===== src/rtl/addsub_rr_arbiter.sv =====
// Round-robin front end that shares one 4-bit adder/subtractor among N_REQ requesters.
// One operation in flight: accept in IDLE, compute in EXEC, hold the response in RESP.
module addsub_rr_arbiter #(
    parameter int unsigned N_REQ = 4,
    parameter int unsigned ID_W  = 2
) (
    input  logic                 clk,
    input  logic                 rst,
    input  logic [N_REQ-1:0]     req_valid,
    input  logic [4*N_REQ-1:0]   req_a,
    input  logic [4*N_REQ-1:0]   req_b,
    input  logic [N_REQ-1:0]     req_m,
    output logic [N_REQ-1:0]     req_ready,
    output logic                 rsp_valid,
    input  logic                 rsp_ready,
    output logic [ID_W-1:0]      rsp_id,
    output logic [3:0]           rsp_sum,
    output logic                 rsp_carry,
    output logic                 rsp_ovf,
    output logic                 busy
);

    localparam int unsigned IDX_W = (N_REQ > 1) ? $clog2(N_REQ) : 1;

    typedef enum logic [1:0] {
        IDLE,
        EXEC,
        RESP
    } state_t;

    state_t           state;
    state_t           state_nxt;
    logic [ID_W-1:0]  rr_ptr;
    logic [IDX_W-1:0] grant_idx;
    logic [IDX_W-1:0] hi_idx;
    logic [IDX_W-1:0] lo_idx;
    logic [IDX_W-1:0] op_id;
    logic             found_hi;
    logic             found_lo;
    logic             accept;
    logic [3:0]       sel_a;
    logic [3:0]       sel_b;
    logic             sel_m;
    logic [3:0]       op_a;
    logic [3:0]       op_b;
    logic             op_m;
    logic [3:0]       beff;
    logic [3:0]       alu_sum;
    logic             alu_carry;
    logic             alu_ovf;

    // Lowest valid index at or above rr_ptr wins; otherwise wrap to the lowest valid index.
    always_comb begin
        found_hi = 1'b0;
        found_lo = 1'b0;
        hi_idx   = '0;
        lo_idx   = '0;
        for (int i = int'(N_REQ) - 1; i >= 0; i--) begin
            if (req_valid[i]) begin
                found_lo = 1'b1;
                lo_idx   = IDX_W'(i);
                if (i >= int'(rr_ptr)) begin
                    found_hi = 1'b1;
                    hi_idx   = IDX_W'(i);
                end
            end
        end
        grant_idx = found_hi ? hi_idx : lo_idx;
    end

    // Operand mux for the current winner.
    always_comb begin
        sel_a = '0;
        sel_b = '0;
        sel_m = 1'b0;
        for (int i = 0; i < int'(N_REQ); i++) begin
            if (IDX_W'(i) == grant_idx) begin
                sel_a = req_a[4*i +: 4];
                sel_b = req_b[4*i +: 4];
                sel_m = req_m[i];
            end
        end
    end

    // Next state and the combinational accept pulse; rst suppresses a grant that would be dropped.
    always_comb begin
        state_nxt = state;
        req_ready = '0;
        accept    = 1'b0;
        unique case (state)
            IDLE: begin
                if (found_lo && !rst) begin
                    accept               = 1'b1;
                    req_ready[grant_idx] = 1'b1;
                    state_nxt            = EXEC;
                end
            end
            EXEC: state_nxt = RESP;
            RESP: begin
                if (rsp_ready) begin
                    state_nxt = IDLE;
                end
            end
            default: state_nxt = IDLE;
        endcase
    end

    always_ff @(posedge clk) begin
        if (rst) begin
            state <= IDLE;
        end else begin
            state <= state_nxt;
        end
    end

    // Subtract is A + ~B + 1; the carry-in is the mode bit.
    always_comb begin
        beff                 = op_b ^ {4{op_m}};
        {alu_carry, alu_sum} = 5'(op_a) + 5'(beff) + 5'(op_m);
        alu_ovf              = (op_a[3] == beff[3]) && (alu_sum[3] != op_a[3]);
    end

    always_ff @(posedge clk) begin
        if (rst) begin
            rr_ptr    <= '0;
            op_a      <= '0;
            op_b      <= '0;
            op_m      <= 1'b0;
            op_id     <= '0;
            rsp_valid <= 1'b0;
            rsp_id    <= '0;
            rsp_sum   <= '0;
            rsp_carry <= 1'b0;
            rsp_ovf   <= 1'b0;
            busy      <= 1'b0;
        end else begin
            busy <= (state_nxt != IDLE);
            if (accept) begin
                op_a   <= sel_a;
                op_b   <= sel_b;
                op_m   <= sel_m;
                op_id  <= grant_idx;
                rr_ptr <= (grant_idx == IDX_W'(N_REQ - 1)) ? '0 : ID_W'(grant_idx + IDX_W'(1));
            end
            if (state == EXEC) begin
                rsp_valid <= 1'b1;
                rsp_id    <= ID_W'(op_id);
                rsp_sum   <= alu_sum;
                rsp_carry <= alu_carry;
                rsp_ovf   <= alu_ovf;
            end else if (state == RESP && rsp_ready) begin
                rsp_valid <= 1'b0;
            end
        end
    end

endmodule


===== config.mk =====
export PLATFORM = sky130hd
export DESIGN_NAME = addsub_rr_arbiter
export DESIGN_NICKNAME = d
export VERILOG_FILES = /design/src/rtl/addsub_rr_arbiter.sv
export SDC_FILE = /design/constraint.sdc
export NUM_CORES = 1
export LEC_CHECK = 0
export CAP_MARGIN = 20
export CORE_MARGIN = 1
export CORE_UTILIZATION = 40
export CTS_CLUSTER_SIZE = 24
export DETAILED_ROUTE_END_ITERATION = 10
export GPL_TIMING_DRIVEN = 0
export PLACE_DENSITY = 0.73
export RECOVER_POWER = 100
export REMOVE_ABC_BUFFERS = 1
export SYNTH_ARGS = -nofsm -noshare
export SYNTH_HDL_FRONTEND = slang
export SYNTH_SLANG_ARGS = --single-unit

===== constraint.sdc =====
create_clock -name clk -period 2.8 [get_ports clk]
set_clock_uncertainty 0.2 [all_clocks]
set_input_delay 0.56 -clock clk [delete_from_list [all_inputs] [get_ports clk]]
set_output_delay 0.56 -clock clk [all_outputs]
set_load 0.01 [all_outputs]

---- Yosys cells after proc, flatten, opt, wreduce, memory -nomap -nowiden ----
Cells that the tools add are included.
Widths: inputs -> output; s select.
storage, ports and cells
  logic and storage cells ................. 83
  bits in registers ....................... 25
  output and inout port bits .............. 14
  bits of input ports ..................... 43
cells by class
  eq/ne operators ......................... 8
  order comparisons ....................... 5
  mux-type cells .......................... 45
  bitwise gates (word level) .............. 1
  reductions and logical operators ........ 9
  add/sub/neg operators ................... 3
operator list
  kind                 number
  $mux 4               10
  $mux 2               14
  $mux 1               19
  $pmux 2 s3           1
  $add 4x4->5          1
  $add 5x1->5          1
  $eq 2x2->1 const A   2
  $eq 2x2->1 const B   2
  $ge 1x2->1 const A   2
  $logic_and 1x1->1    4
  $logic_not 2->1      2
  $reduce_bool 2->1    2
  $xor 4x4->4          1
  $lt 2x3->1 const B   1
  $add 2x1->2 const B  1
  $demux 1 s2          1
  $eq 1x2->1 const A   1
  $eq 2x1->1 const B   1
  $ge 2x1->1 const B   1
  $ge 2x2->1 const A   1
  $eq 1x1->1           1
  $logic_not 1->1      1
  $ne 1x1->1           1

---- Longest topological paths before layout ----
  depth in word-level cells ............... 14
  depth in mapped cells ................... 10
  depth with buffers taken out ............ 9

---- Worst setup path before layout ----
Ideal clock, no wire load.
  path kind ............................... input-to-output
  start point ............................. input port req_valid[1]
  end point ............................... output port req_ready[2]
  cell stages on the path ................. 7
  data arrival time ....................... 2.101 ns
  data required time ...................... 2.040 ns
  buffers on the path ..................... 2
  setup slack ............................. -0.061 ns
  cells stage by stage .................... or3b_2 > o221a_2 > inv_1 > ha_1 > clkbuf_1 > clkbuf_1 > and2_1
between the ends
  word-level cells in the longest chain between the ends .. 10
  elaborated cells between the ends (all ways) .. 19
  those cells by class .................... order compare (2); mux (15); reduce/logical (2)
RTL lines
  item                                                                   RTL line  RTL
  start, declared                                                        9         input logic [N_REQ-1:0] req_valid,
  $mux 2 / $mux 1 (equally long branches)                                59        if (req_valid[i]) begin
  $mux 2 / $mux 1 (equally long branches)                                62        if (i >= int'(rr_ptr)) begin
  $mux 2 / $mux 1 (equally long branches)                                59
  $mux 2 (*)                                                             68        grant_idx = found_hi ? hi_idx : lo_idx;
  via grant_idx[0]                                                       34        logic [IDX_W-1:0] grant_idx;
  $lt 2x3->1 (implied by the code) / $ge 2x1->1 (equally long branches)  94        req_ready[grant_idx] = 1'b1;
  $logic_and 1x1->1 (implied by the code)                                94
  $mux 1 (implied by the code)                                           94
  $demux 1 s2 (*)                                                        94
  $mux 4 (*)                                                             92        if (found_lo && !rst) begin
  $mux 4 (*)                                                             90        unique case (state)
  end, declared                                                          13        output logic [N_REQ-1:0] req_ready,
The timed path passes the listed nets; every way through them passes the cells marked *.

---- Worst setup path in the final report ----
  start point ............................. input port req_valid[1]
  end point ............................... output port req_ready[1]
The elaborated chain is that of the path after synthesis.

==> results.cfg <==
[final_layout]
syn_to_final_growth_pct = 44.81
nets = 300
fillCellCount = 352
final_core_util = 0.6106
multi_input_area_um2 = 964.7
fin_cells = 296
regArea_um2 = 501.7
insertedDiodeCount = 0
layout-drive-gt1-share = 0.1452
postLayoutCellArea_um2 = 2252

[place]
gp_congestion = 0.7451
io_buffers = 56
dp.cells = 283
dp_hpwl_um = 2411
placed_area_um2 = 2090

[route]
antenna_left = 0
avgRoutedWirePerCell_um = 12.23
first_pass_iters = 4
vias = 1511
via_per_inst = 5.105
drcViolationCount = 0
drtIter0Drc = 85
routed_wl_um = 3620

[setup_path]
rr_worst_depth = 10
reg2reg_to = op_a[3]$_SDFFE_PP0P_
startpoint_type = input pin
crit_path_end = req_ready[1]
crit_start = req_valid[1]
cpMaxStageDelayCell = or3b_2
path_delay_family = simple AND/OR/NAND/NOR gates
crit_type = input pin to output port
critPathBufInv = 2
r2r_start = rr_ptr[1]$_SDFFE_PP0P_
path_max_fanout = 5
rrSetupSlack_ns = 0.25
path_cells = clkdlybuf4s15_1, or3b_2, o221a_4, ha_4, and2_1, dlygate4sd2_1
worstSetupPathDepth = 6
cp.arrival_ns = 2.01
endpoint_kind = output port
critPathRequiredTime_ns = 2.04
max_stage_delay_ns = 0.47

[power_and_ir_drop]
power_leakage_nw = 0.8928
p_per_area_nw_per_um2 = 481.1
peakVddDrop_mv = 0.2259
p_total_mw = 1.084

[die]
dieArea_um2 = 4142
die_h_um = 64.36
initial_core_util = 0.4216
core_area_um2 = 3689
io_pins = 57
rows = 22
die_x_um = 64.36

[clock_tree]
clock-sinks = 25
cts_buffer_depth = 2
cts_tree = built
ctsHoldBuffers = 0
insertion_delay_ns = 0.27
cts-root-buf = clkbuf_8
cts_made_buffers = 3
cts_max_level = 1
path_clk_slew_ns = 0.09

[yosys]
seq_area_frac_synth = 0.3218
synth_cells = 194
synth_area_per_cell_um2 = 8.017
synth_top_area_cell = dfxtp_1
synth-main-ff-cell = dfxtp_1
yosysTopAreaCellShare = 0.3218
synth_edf_count = 0
synthArstFlopShare = 0
synth_area_leaders = dfxtp_1 32%, a21oi_1 9.0%, ha_1 5.6%
ys_warn_count = 0
synth_area_um2 = 1555
ys_ff_latch = 25
ys_types = 39

[global_routing]
overflow = 0
track_usage = 0.1862
grt_pass1_vias = 1347
grt_pass1_wl_um = 6092
grt_max_degree = 29
antenna_found_initial = 0

[timing]
drv_slew = 0
rsz0062_at_grt = false
max_freq_mhz = 361.1
fin_crit_ns = 2.769
worstMarginPinSlew_ns = 0.5940
hold_viol = 0
worst_hold_slack_ns = 0.2525
slew_headroom = 0.6032
setup-violations-final = 0
fin_crit_sh = 0.9891

[min_path]
hp-start = rsp_sum[2]$_SDFFE_PP0P_
holdCritPathClass = flop to flop

[outcome]
status = finished, final reports clean

[flow_run]
drv_cap = 0
Yosys cell counts, drive strengths merged, types with 2 or more instances:
master	count
and2	4
a21oi	28
clkbuf	10
dfxtp	25
buf	5
a211oi	4
nor2b	2
nand3b	3
nor3	8
o21a	2
ha	7
xnor2	2
a221oi	9
mux2i	2
inv	15
nand2	22
or3b	2
o21ai	12
or4	3
nor2	13
xor2	3
layer usage:
layer | track usage | up-vias | share of wire
met5 | 0 | - | 0
met1 | 0.2543 | 673 | 0.50
met3 | 0.01786 | 4 | 0.036
met4 | 0.07778 | 0 | 0.014
met2 | 0.2961 | 46 | 0.45
li1 | - | 788 | -
state kept, by name, summed over array words and instances, names as in the netlist:
| register | cells |
|---|---|
| rsp_carry | 1 |
| op_b | 4 |
| op_m | 1 |
| rsp_ovf | 1 |
| rr_ptr | 2 |
| busy | 1 |
| op_id | 2 |
| rsp_sum | 4 |
| state | 2 |
| rsp_id | 2 |
| op_a | 4 |
| rsp_valid | 1 |
power by group:
part / switching [mW] / leakage, nW / internal (mW)
registers: 0.0295 / 0.206 / 0.397
logic: 0.223 / 0.664 / 0.219
clock network: 0.113 / 0.0228 / 0.102
cell usage in the layout (no fill, tap or decap), drive strengths merged, types with 2 or more instances in the layout:
| cell type | netlist | routed |
|---|---|---|
| clkdlybuf4s50 | 0 | 36 |
| a21oi | 28 | 28 |
| dfxtp | 25 | 25 |
| nand2 | 22 | 22 |
| inv | 15 | 14 |
| nor2 | 13 | 13 |
| o21ai | 12 | 12 |
| dlygate4sd3 | 0 | 11 |
| buf | 5 | 10 |
| a221oi | 9 | 9 |
| nor3 | 8 | 8 |
| ha | 7 | 7 |
| clkbuf | 10 | 6 |
| clkdlybuf4s15 | 0 | 5 |
| and2 | 4 | 4 |
| a211oi | 4 | 4 |
| xor2 | 3 | 3 |
| nand3b | 3 | 3 |
| or4 | 3 | 3 |
| mux2i | 2 | 2 |
| or3b | 2 | 2 |
| o21a | 2 | 2 |
| nor2b | 2 | 2 |
| xnor2 | 2 | 2 |
through the flow:
stage,setup TNS [ns],setup slack [ns]
global route,0,0.002265
CTS,0,0.002391
floorplan,0,0.1618
global placement,-14.98,-1.544
detailed placement,-14.90,-1.531
finish,0,0.03053
worst min path at each step:
| stage | endpoint | slack (ns) | cells past startpoint |
|---|---|---|---|
| CTS | rsp_id[0]$_SDFFE_PP0P_ | 0.26 | 2 |
| finish | rsp_sum[2]$_SDFFE_PP0P_ | 0.25 | 2 |
| global placement | rsp_sum[2]$_SDFFE_PP0P_ | 0.24 | 2 |
| global route | rsp_id[0]$_SDFFE_PP0P_ | 0.27 | 2 |
| detailed placement | rsp_id[0]$_SDFFE_PP0P_ | 0.25 | 2 |
| floorplan | rsp_id[0]$_SDFFE_PP0P_ | 0.23 | 2 |
worst register-to-register path, cell delays in order, from the launching register on:
cell	delay [ns]
dfxtp_2	0.43
a21oi_1	0.09
o21a_1	0.22
o22ai_4	0.22
inv_2	0.10
ha_4	0.17
clkbuf_2	0.25
a21oi_1	0.17
o21ai_0	0.09
a221oi_1	0.41
nor3_2	0.08
cells by family after synthesis:
group                      after synthesis  synth area share
muxes                                    2           0.01287
AOI/OAI and AO/OA                       60            0.2582
buffers and inverters                   30           0.09493
xor gates and xnor gates                 5           0.02816
and+or+nand+nor                         64            0.2148
adders and majority gates                8           0.06919
DFF                                     25            0.3218
final cells by class:
cell class | count | share of cell area
well taps | 48 | 0.02667
flip-flops and latches | 25 | 0.2228
repair buffers | 65 | 0.2756
clock buffers | 4 | 0.02000
multi-input cells | 139 | 0.4283
inverters | 15 | 0.02667
repair_timing:
item                                    in CTS  in global routing
endpoints found under the setup margin      19                  4
gates resized for setup                     40                  6
setup buffers                                7                  2
pin swaps                                    4                  1
Power figures use the tool's default switching activity.
